## src/rtl/alu_result_monitor.sv

```systemverilog
// Monitor for the time-multiplexed ALU output stream: follows the op rotation,
// captures each settled slot result into a 6-entry bank and checks it against a local model.
module alu_result_monitor #(
    parameter int SETTLE_CYC = 4,
    parameter int ERR_W      = 8
) (
    input  logic             clk,
    input  logic             rst_n,
    input  logic             ena,
    input  logic [7:0]       alu_result,
    input  logic [7:0]       a_in,
    input  logic [7:0]       b_in,
    input  logic             slot_tick,
    input  logic [2:0]       rd_sel,
    output logic [7:0]       rd_data,
    output logic             rd_valid,
    output logic [2:0]       cur_op,
    output logic             frame_done,
    output logic             missed,
    output logic             err_flag,
    output logic [ERR_W-1:0] err_count
);

    localparam int CNT_W = (SETTLE_CYC > 1) ? $clog2(SETTLE_CYC) : 1;
    localparam logic [CNT_W-1:0] CNT_LAST = CNT_W'(SETTLE_CYC - 1);
    localparam logic [ERR_W-1:0] ERR_MAX  = {ERR_W{1'b1}};

    typedef enum logic [1:0] {
        ST_SETTLE  = 2'd0,
        ST_CAPTURE = 2'd1,
        ST_HOLD    = 2'd2
    } state_t;

    function automatic logic [7:0] expected_result(input logic [2:0] op,
                                                   input logic [7:0] a,
                                                   input logic [7:0] b);
        logic [7:0] r;
        case (op)
            3'd0:    r = a + b;
            3'd1:    r = a - b;
            3'd2:    r = a & b;
            3'd3:    r = a | b;
            3'd4:    r = {a[6:0], 1'b0};
            3'd5:    r = {1'b0, a[7:1]};
            default: r = 8'h00;
        endcase
        return r;
    endfunction

    state_t           state_r;
    logic [CNT_W-1:0] cnt_r;
    logic [2:0]       cur_op_r;
    logic [7:0]       bank_r [0:5];
    logic [5:0]       valid_r;
    logic [7:0]       rd_data_r;
    logic             rd_valid_r;
    logic             frame_done_r;
    logic             missed_r;
    logic             err_flag_r;
    logic [ERR_W-1:0] err_count_r;

    logic [2:0]       next_op_s;
    logic [7:0]       exp_s;
    logic             mismatch_s;

    // Next op in the 0..5 rotation and the model result for the current slot
    always_comb begin
        if (cur_op_r == 3'd5) begin
            next_op_s = 3'd0;
        end else begin
            next_op_s = cur_op_r + 3'd1;
        end
        exp_s      = expected_result(cur_op_r, a_in, b_in);
        mismatch_s = (alu_result != exp_s);
    end

    // Slot sequencer, capture bank and error tracking; ena low freezes everything
    always_ff @(posedge clk or negedge rst_n) begin
        if (!rst_n) begin
            state_r      <= ST_SETTLE;
            cnt_r        <= {CNT_W{1'b0}};
            cur_op_r     <= 3'd0;
            valid_r      <= 6'd0;
            frame_done_r <= 1'b0;
            missed_r     <= 1'b0;
            err_flag_r   <= 1'b0;
            err_count_r  <= {ERR_W{1'b0}};
            for (int i = 0; i < 6; i++) begin
                bank_r[i] <= 8'h00;
            end
        end else if (ena) begin
            frame_done_r <= 1'b0;
            // Capture finishes for the old op even when a tick lands on it
            if ((state_r == ST_CAPTURE) && (cur_op_r <= 3'd5)) begin
                bank_r[cur_op_r]  <= alu_result;
                valid_r[cur_op_r] <= 1'b1;
                frame_done_r      <= (cur_op_r == 3'd5);
                if (mismatch_s) begin
                    err_flag_r <= 1'b1;
                    if (err_count_r != ERR_MAX) begin
                        err_count_r <= err_count_r + ERR_W'(1);
                    end
                end
            end
            if (slot_tick) begin
                cur_op_r <= next_op_s;
                state_r  <= ST_SETTLE;
                cnt_r    <= {CNT_W{1'b0}};
                if (state_r == ST_SETTLE) begin
                    missed_r <= 1'b1;
                end
            end else begin
                case (state_r)
                    ST_SETTLE: begin
                        if (cnt_r == CNT_LAST) begin
                            state_r <= ST_CAPTURE;
                            cnt_r   <= {CNT_W{1'b0}};
                        end else begin
                            cnt_r <= cnt_r + CNT_W'(1);
                        end
                    end
                    ST_CAPTURE: state_r <= ST_HOLD;
                    ST_HOLD:    state_r <= ST_HOLD;
                    default: begin
                        state_r <= ST_SETTLE;
                        cnt_r   <= {CNT_W{1'b0}};
                    end
                endcase
            end
        end
    end

    // Registered read port, live regardless of ena; a same-cycle write is not forwarded
    always_ff @(posedge clk or negedge rst_n) begin
        if (!rst_n) begin
            rd_data_r  <= 8'h00;
            rd_valid_r <= 1'b0;
        end else if (rd_sel <= 3'd5) begin
            rd_data_r  <= bank_r[rd_sel];
            rd_valid_r <= valid_r[rd_sel];
        end else begin
            rd_data_r  <= 8'h00;
            rd_valid_r <= 1'b0;
        end
    end

    assign rd_data    = rd_data_r;
    assign rd_valid   = rd_valid_r;
    assign cur_op     = cur_op_r;
    assign frame_done = frame_done_r;
    assign missed     = missed_r;
    assign err_flag   = err_flag_r;
    assign err_count  = err_count_r;

endmodule

```

## config.mk

```make
export PLATFORM = sky130hd
export DESIGN_NAME = alu_result_monitor
export DESIGN_NICKNAME = d
export VERILOG_FILES = /design/src/rtl/alu_result_monitor.sv
export SDC_FILE = /design/constraint.sdc
export NUM_CORES = 1
export LEC_CHECK = 0
export ABC_AREA = 1
export CAP_MARGIN = 30
export CORE_MARGIN = 3
export CORE_UTILIZATION = 60
export CTS_CLUSTER_DIAMETER = 50
export DETAILED_ROUTE_END_ITERATION = 6
export DONT_BUFFER_PORTS = 1
export PLACE_DENSITY_LB_ADDON = 0.12
export SETUP_SLACK_MARGIN = 0.1
export SKIP_LAST_GASP = 1
export SYNTH_ARGS = -nofsm -noshare
export SYNTH_HDL_FRONTEND = slang
export SYNTH_SLANG_ARGS = --single-unit
```

## constraint.sdc

```tcl
create_clock -name clk -period 2.9 [get_ports clk]
set_input_delay 0.58 -clock clk [delete_from_list [all_inputs] [get_ports clk]]
set_output_delay 0.58 -clock clk [all_outputs]
set_load 0.02 [all_outputs]
```

# After elaboration in Yosys (flattened, before gate mapping)
# Cells that the tools add are included.
totals:
  out_inout_bits: 23
  register_bits: 81
op_classes:
  addsub: 5
  n_reduce_logical: 13
  n_lt_le_gt_ge: 8
  eq_ne: 12
  bitwise_logic: 5
  mux: 21
op_table:
  columns: ["cell", "count"]
  rows:
  - ["bitwise mux 48 bit", 1]
  - ["one-hot mux 8 bit (6 select lines)", 1]
  - ["two-way mux 8 bit", 4]
  - ["binary-select mux 8 bit (select 3 bit)", 1]
  - ["demux 8 bit (select 3 bit)", 1]
  - ["adder 8 x 1 -> 8 bit (second input constant)", 1]
  - ["adder 8 bit", 1]
  - ["AND 8 bit", 1]
  - ["greater-or-equal comparator 4 bit (second input constant)", 2]
  - ["< comparator 3 x 4 -> 1 bit (second input constant)", 2]
  - ["two-way mux 2 bit", 4]
  - ["!= test 8 bit", 1]
  - ["!= test 8 bit (second input constant)", 1]
  - ["NOT 3 -> 4 bit", 2]
  - ["bitwise OR 8 bit", 1]
  - ["one-hot mux 2 bit (2 select lines)", 2]
  - ["AND reduction 2 bit", 4]
  - ["subtractor 8 bit", 1]
  - ["== test 3 x 2 -> 1 bit (second input constant)", 2]
  - ["== test 3 bit (second input constant)", 2]
  - ["less-or-equal comparator 3 bit (second input constant)", 2]
  - ["bitwise OR 6 bit", 1]
  - ["AND reduction 3 bit", 2]
  - ["== test 2 bit (second input constant)", 2]
  - ["17 further kinds", 22]

# Longest topological paths before layout
logic_depth:
  ltp_word: 6
  mapped_depth: 23
  depth_no_buf: 23

# Least setup slack after synthesis
# OpenSTA, ideal clock, no wires.
synth_timing:
  path_kind: "in2reg"
  from: "input b_in[0]"
  to: "register err_flag_r, in the netlist err_flag"
  setup_slack_ns: 0.154
  t_required_ns: 2.782
  stages: 20
  path_buffers: 0
  arrival_time_ns: 2.628
  cell_sequence: "inv_1 ha_1 inv_1 nor3_1 or2_2 xor2_1 ha_1 nand2_1 nand2_1 a21oi_1 nand2_1 inv_1 nand2_1 nand3_2 nand2_1 nand2_1 nand2_1 nor2_2 nand2_4 a21o_1"
synth_via:
  elab_chain_len: 4
  word_cells_on_any_way: 7
  cone_classes: "2 x add/sub; 1 x eq/ne; 1 x mux; 2 x bitwise; 1 x reduce/logical"
synth_rtl:
  columns: ["element", "line_no", "rtl"]
  rows:
  - ["start, declared", "12", "input logic [7:0] b_in,"]
  - ["subtractor 8 bit, or another cell as far along", "40", "3'd1: r = a - b;"]
  - ["one-hot mux 8 bit (6 select lines) (*)", "38", "case (op)"]
  - ["!= test 8 bit (*)", "74", "mismatch_s = (alu_result != exp_s);"]
  - ["AND reduction 3 bit (no line) (*)", null, null]
  - ["end signal, assigned", "86", "err_flag_r <= 1'b0;"]
  - ["end signal, assigned", "99", "err_flag_r <= 1'b1;"]
  - ["end, declared", "59", "logic err_flag_r;"]
# Every way passes the cells marked *; elsewhere a longest branch is shown, timed or not.
# A chain may end at the register's enable or synchronous reset.

# Worst setup path after layout
layout_timing:
  from: "register cur_op_r[2], in the netlist cur_op[2]"
  to: "register err_count_r[7], in the netlist err_count[7]"
layout_via:
  elab_chain_len: 4
  word_cells_on_any_way: 11
  cone_classes: "1 x order compare; 6 x eq/ne; 1 x mux; 3 x reduce/logical"
layout_rtl:
  columns: ["element", "line_no", "rtl"]
  rows:
  - ["start, declared", "52", "logic [2:0] cur_op_r;"]
  - ["start signal, assigned", "106", "cur_op_r <= next_op_s;"]
  - ["== test 3 bit, or another cell as far along", "38", null]
  - ["one-hot mux 8 bit (6 select lines)", "38", null]
  - ["!= test 8 bit", "74", null]
  - ["AND reduction 4 bit (no line) (*)", null, null]
  - ["end signal, assigned", "87", "err_count_r <= {ERR_W{1'b0}};"]
  - ["end signal, assigned", "101", "err_count_r <= err_count_r + ERR_W'(1);"]
  - ["end, declared", "60", "logic [ERR_W-1:0] err_count_r;"]
# Marks and branches as above.

==> impl_metrics.ini <==
[timing]
holdWs_ns = 0.106
slew_viol_final = 0
rsz0062_at_grt = yes
fin_crit_sh = 0.930
finClkSkew_ns = 0.0150
tightest_slew_ns = 0.738
relSlewSlack = 0.507
fin_crit_ns = 2.70
hold_viol = 0
setup-violations-final = 0
fmax_mhz = 371

[worst_setup_path]
crit_required_ns = 3.19
r2r-end = err_count[7]
slowest_stage = dfrtp_2
cp_max_fo = 8
setup.worst_path.start_class = flip-flop
r2r-start = cur_op[2]
slowest_delay_ns = 0.42
crit_type = flip-flop to flip-flop
path_cells = nor2_8 -> nand2_8 -> inv_6 -> or2_4 -> xor2_1 -> ha_1 -> buf_4 -> inv_1 -> nand4_1 -> nand3_1 -> nand3_1 -> nand2_1 -> nand4_1 -> nor2_4 -> nand2_4 -> nand3_4 -> nand2_1 -> nand2_1
cp_num_buf_inv = 3
crit_top_cell = nand2_1
end_kind = flip-flop
r2r_slack_ns = 0.20
crit_family = simple AND/OR/NAND/NOR gates
arrival_ns = 2.98
r2r_cells = 18

[finish]
syn_to_final_growth_pct = 10.0
antennaDiodeCount = 0
drive_gt1_frac = 0.122
fill_cells = 625
final_area_um2 = 5000
nNetsFinal = 639

[power]
power_leakage_nw = 2.49
power_density_nw_per_um2 = 931
ir_worst_vdd_v = 0.000580

[synthesis]
synth_compound_area_frac = 0.146
ys.flop_type = dfrtp_1
synth_cell_type_count = 41
synth_top_family_by_area = simple AND/OR/NAND/NOR gates
syn-instance-count = 585
synthSimpleGateAreaFrac = 0.264
avgSynthCellArea_um2 = 7.77
synth_fa_ha_area_frac = 0.0457
syn_nets = 632
synth_warnings = 0
syn_area_um2 = 4550
synth_edf_count = 0
muxShareOfSynthArea = 0
async_reset_ff_frac = 1.00
ys_seq_area_frac = 0.446
synth_seq_cells = 81
synthXorXnorAreaFrac = 0.0231

[floorplan]
ios = 54
rows = 31
coreArea_um2 = 7290
initial_core_util = 0.624
fp.dieH_um = 93.1
dieArea_um2 = 8660
die_x_um = 93.1

[placed_design]
io_buffer_count = 0
dp_hpwl_um = 7670
postPlaceCellArea_um2 = 4630
gp_congestion = 0.941

[clock_network]
htree_levels = 3
cts_root_buffer = clkbuf_8
cts.sinks = 81
cts_inserted_buffers = 9
clkTransAtPathRegs_ns = 0.09
cts_tree = built
clk_latency_ns = 0.35
clock_path_buffers = 2

[global_route]
antenna_found_initial = 0
overflow = 0
grt_usage = 0.261
grt_max_degree = 82
grt_pass1_vias = 3654
grt_pass1_wl_um = 17800

[flow_run]
maxCapViolCount = 0

[routing]
drt_iter0_drc = 245
route.detailed.drc = 0
finalWirelength_um = 10900
via_per_inst = 5.72
vias = 3981
ant_nets = 0
post_drt_wl_per_cell_um = 15.7
dr.pass1.iters = 5

[min_path]
min_path_type = input pin to async pin

[outcome]
outcome = completed
[state kept, by name, summed over array words and instances (netlist names)]
name and count:
rd_data 8, cnt_r 2, frame_done 1, cur_op 3
err_count 8, err_flag 1, bank_r 48, rd_valid 1
valid_r 6, state_r 2, missed 1
[per-stage QoR]
stage,worst slack [ns],instances,utilization,total power [W],TNS (ns)
6_report,0.202,696,0.686,0.00466,0
5_1_grt,0.0667,696,0.686,0.00503,0
4_1_cts,0.124,691,0.666,0.00444,0
3_5_place_dp,-0.0263,674,0.635,0.00358,-0.0586
3_3_place_gp,0.0504,674,0.635,0.00350,0
2_1_floorplan,0.154,585,-,0.00320,0
[layout by cell type, fill, tap and decap left out, types with 2 or more instances in the layout]
| master | n |
|---|---|
| nand2_1 | 142 |
| o21ai_0 | 88 |
| dfrtp_1 | 78 |
| inv_1 | 61 |
| nor2_1 | 40 |
| nand3_1 | 34 |
| nand2_2 | 14 |
| nand4_1 | 14 |
| ha_1 | 14 |
| a21oi_1 | 13 |
| buf_4 | 11 |
| xor2_1 | 10 |
| clkbuf_8 | 9 |
| o22ai_1 | 8 |
| nand3_2 | 6 |
| nor3_1 | 4 |
| o211ai_1 | 3 |
| o21ai_2 | 3 |
| nor2_4 | 3 |
| dfrtp_2 | 3 |
| clkinv_1 | 2 |
| inv_6 | 2 |
| nand2_4 | 2 |
| xnor2_1 | 2 |
| nor2_2 | 2 |
| inv_2 | 2 |
| nand3b_1 | 2 |
| a21oi_2 | 2 |
| clkinvlp_4 | 2 |
[per-layer routing]
metal,global-route usage,routed length (um),vias up
met5,0,0,-
met4,0.0879,206,0
met3,0.0595,559,18
met2,0.418,5550,105
met1,0.354,4600,1916
li1,-,-,1942
[Yosys cell counts (2+ instances only)]
library cell  count  area share
o22ai_1           8       0.011
nor3_1            4      0.0044
a21oi_1          15       0.017
buf_6             2      0.0050
nand4_1          14       0.019
dfrtp_1          81        0.45
inv_1            62       0.051
ha_1             15       0.041
or2_2             2      0.0028
nand2_1         153        0.13
inv_2             2      0.0017
xnor2_1           2      0.0039
nand2_4           3      0.0074
o21ai_0          91        0.10
xor2_1           10       0.019
nand2_2           2      0.0028
nor2_1           41       0.034
clkbuf_1         11      0.0091
nand3_1          37       0.041
o211ai_1          3      0.0050
nand3_2           3      0.0066
nor2_2            3      0.0041
nand3b_1          2      0.0033
clkinv_1          2      0.0017
[layout make-up]
| type | instances | area, um^2 | share of cell area |
|---|---|---|---|
| Clock buffer | 9 | 124 | 0.0248 |
| Clock inverter | 7 | 78.8 | 0.0158 |
| Inverter | 66 | 253 | 0.0505 |
| Multi-Input combinational cell | 422 | 2280 | 0.456 |
| Sequential cell | 81 | 2030 | 0.406 |
| Tap cell | 99 | 124 | 0.0248 |
| Timing Repair Buffer | 12 | 110 | 0.0220 |
[timing repair]
action	4_1_cts	5_1_grt
resized for setup	1	35
pin swaps	0	25
endpoints found under the setup margin	7	9
gates cloned	0	1
setup buffers	0	4
hold endpoints to repair	81	0
hold buffers	1	0
[worst max-delay path by stage]
| stage | start | end | slack, ns | depth (start not counted) |
|---|---|---|---|---|
| final | cur_op[2] | err_count[7] | 0.20 | 18 |
| after global routing | cur_op[2] | err_count[6] | 0.07 | 21 |
| after CTS | cur_op[1] | err_count[4] | 0.12 | 18 |
| after detailed placement | b_in[0] | err_count[3] | -0.03 | 19 |
| after global placement | b_in[0] | err_count[6] | 0.05 | 21 |
| after floorplan | b_in[0] | err_flag | 0.15 | 20 |
[cell families (layout without fill, tap and decap cells)]
kind of cell	count (synthesis)	in the layout
flip-flops	81	81
XOR/XNOR	12	12
AO/OA/AOI/OAI	125	125
AND/OR/NAND/NOR	268	269
adder cells (fa/ha/maj)	16	16
buffers and inverters	83	94
[report_power, final]
part / internal (W) / leakage, nW / switching [W]
Clock: 0.000406 / 0.0977 / 0.000431
Sequential: 0.00152 / 1.01 / 0.000318
Combinational: 0.000765 / 1.38 / 0.00122
Total: 0.00269 / 2.49 / 0.00197
Power figures use the tool's default switching activity.
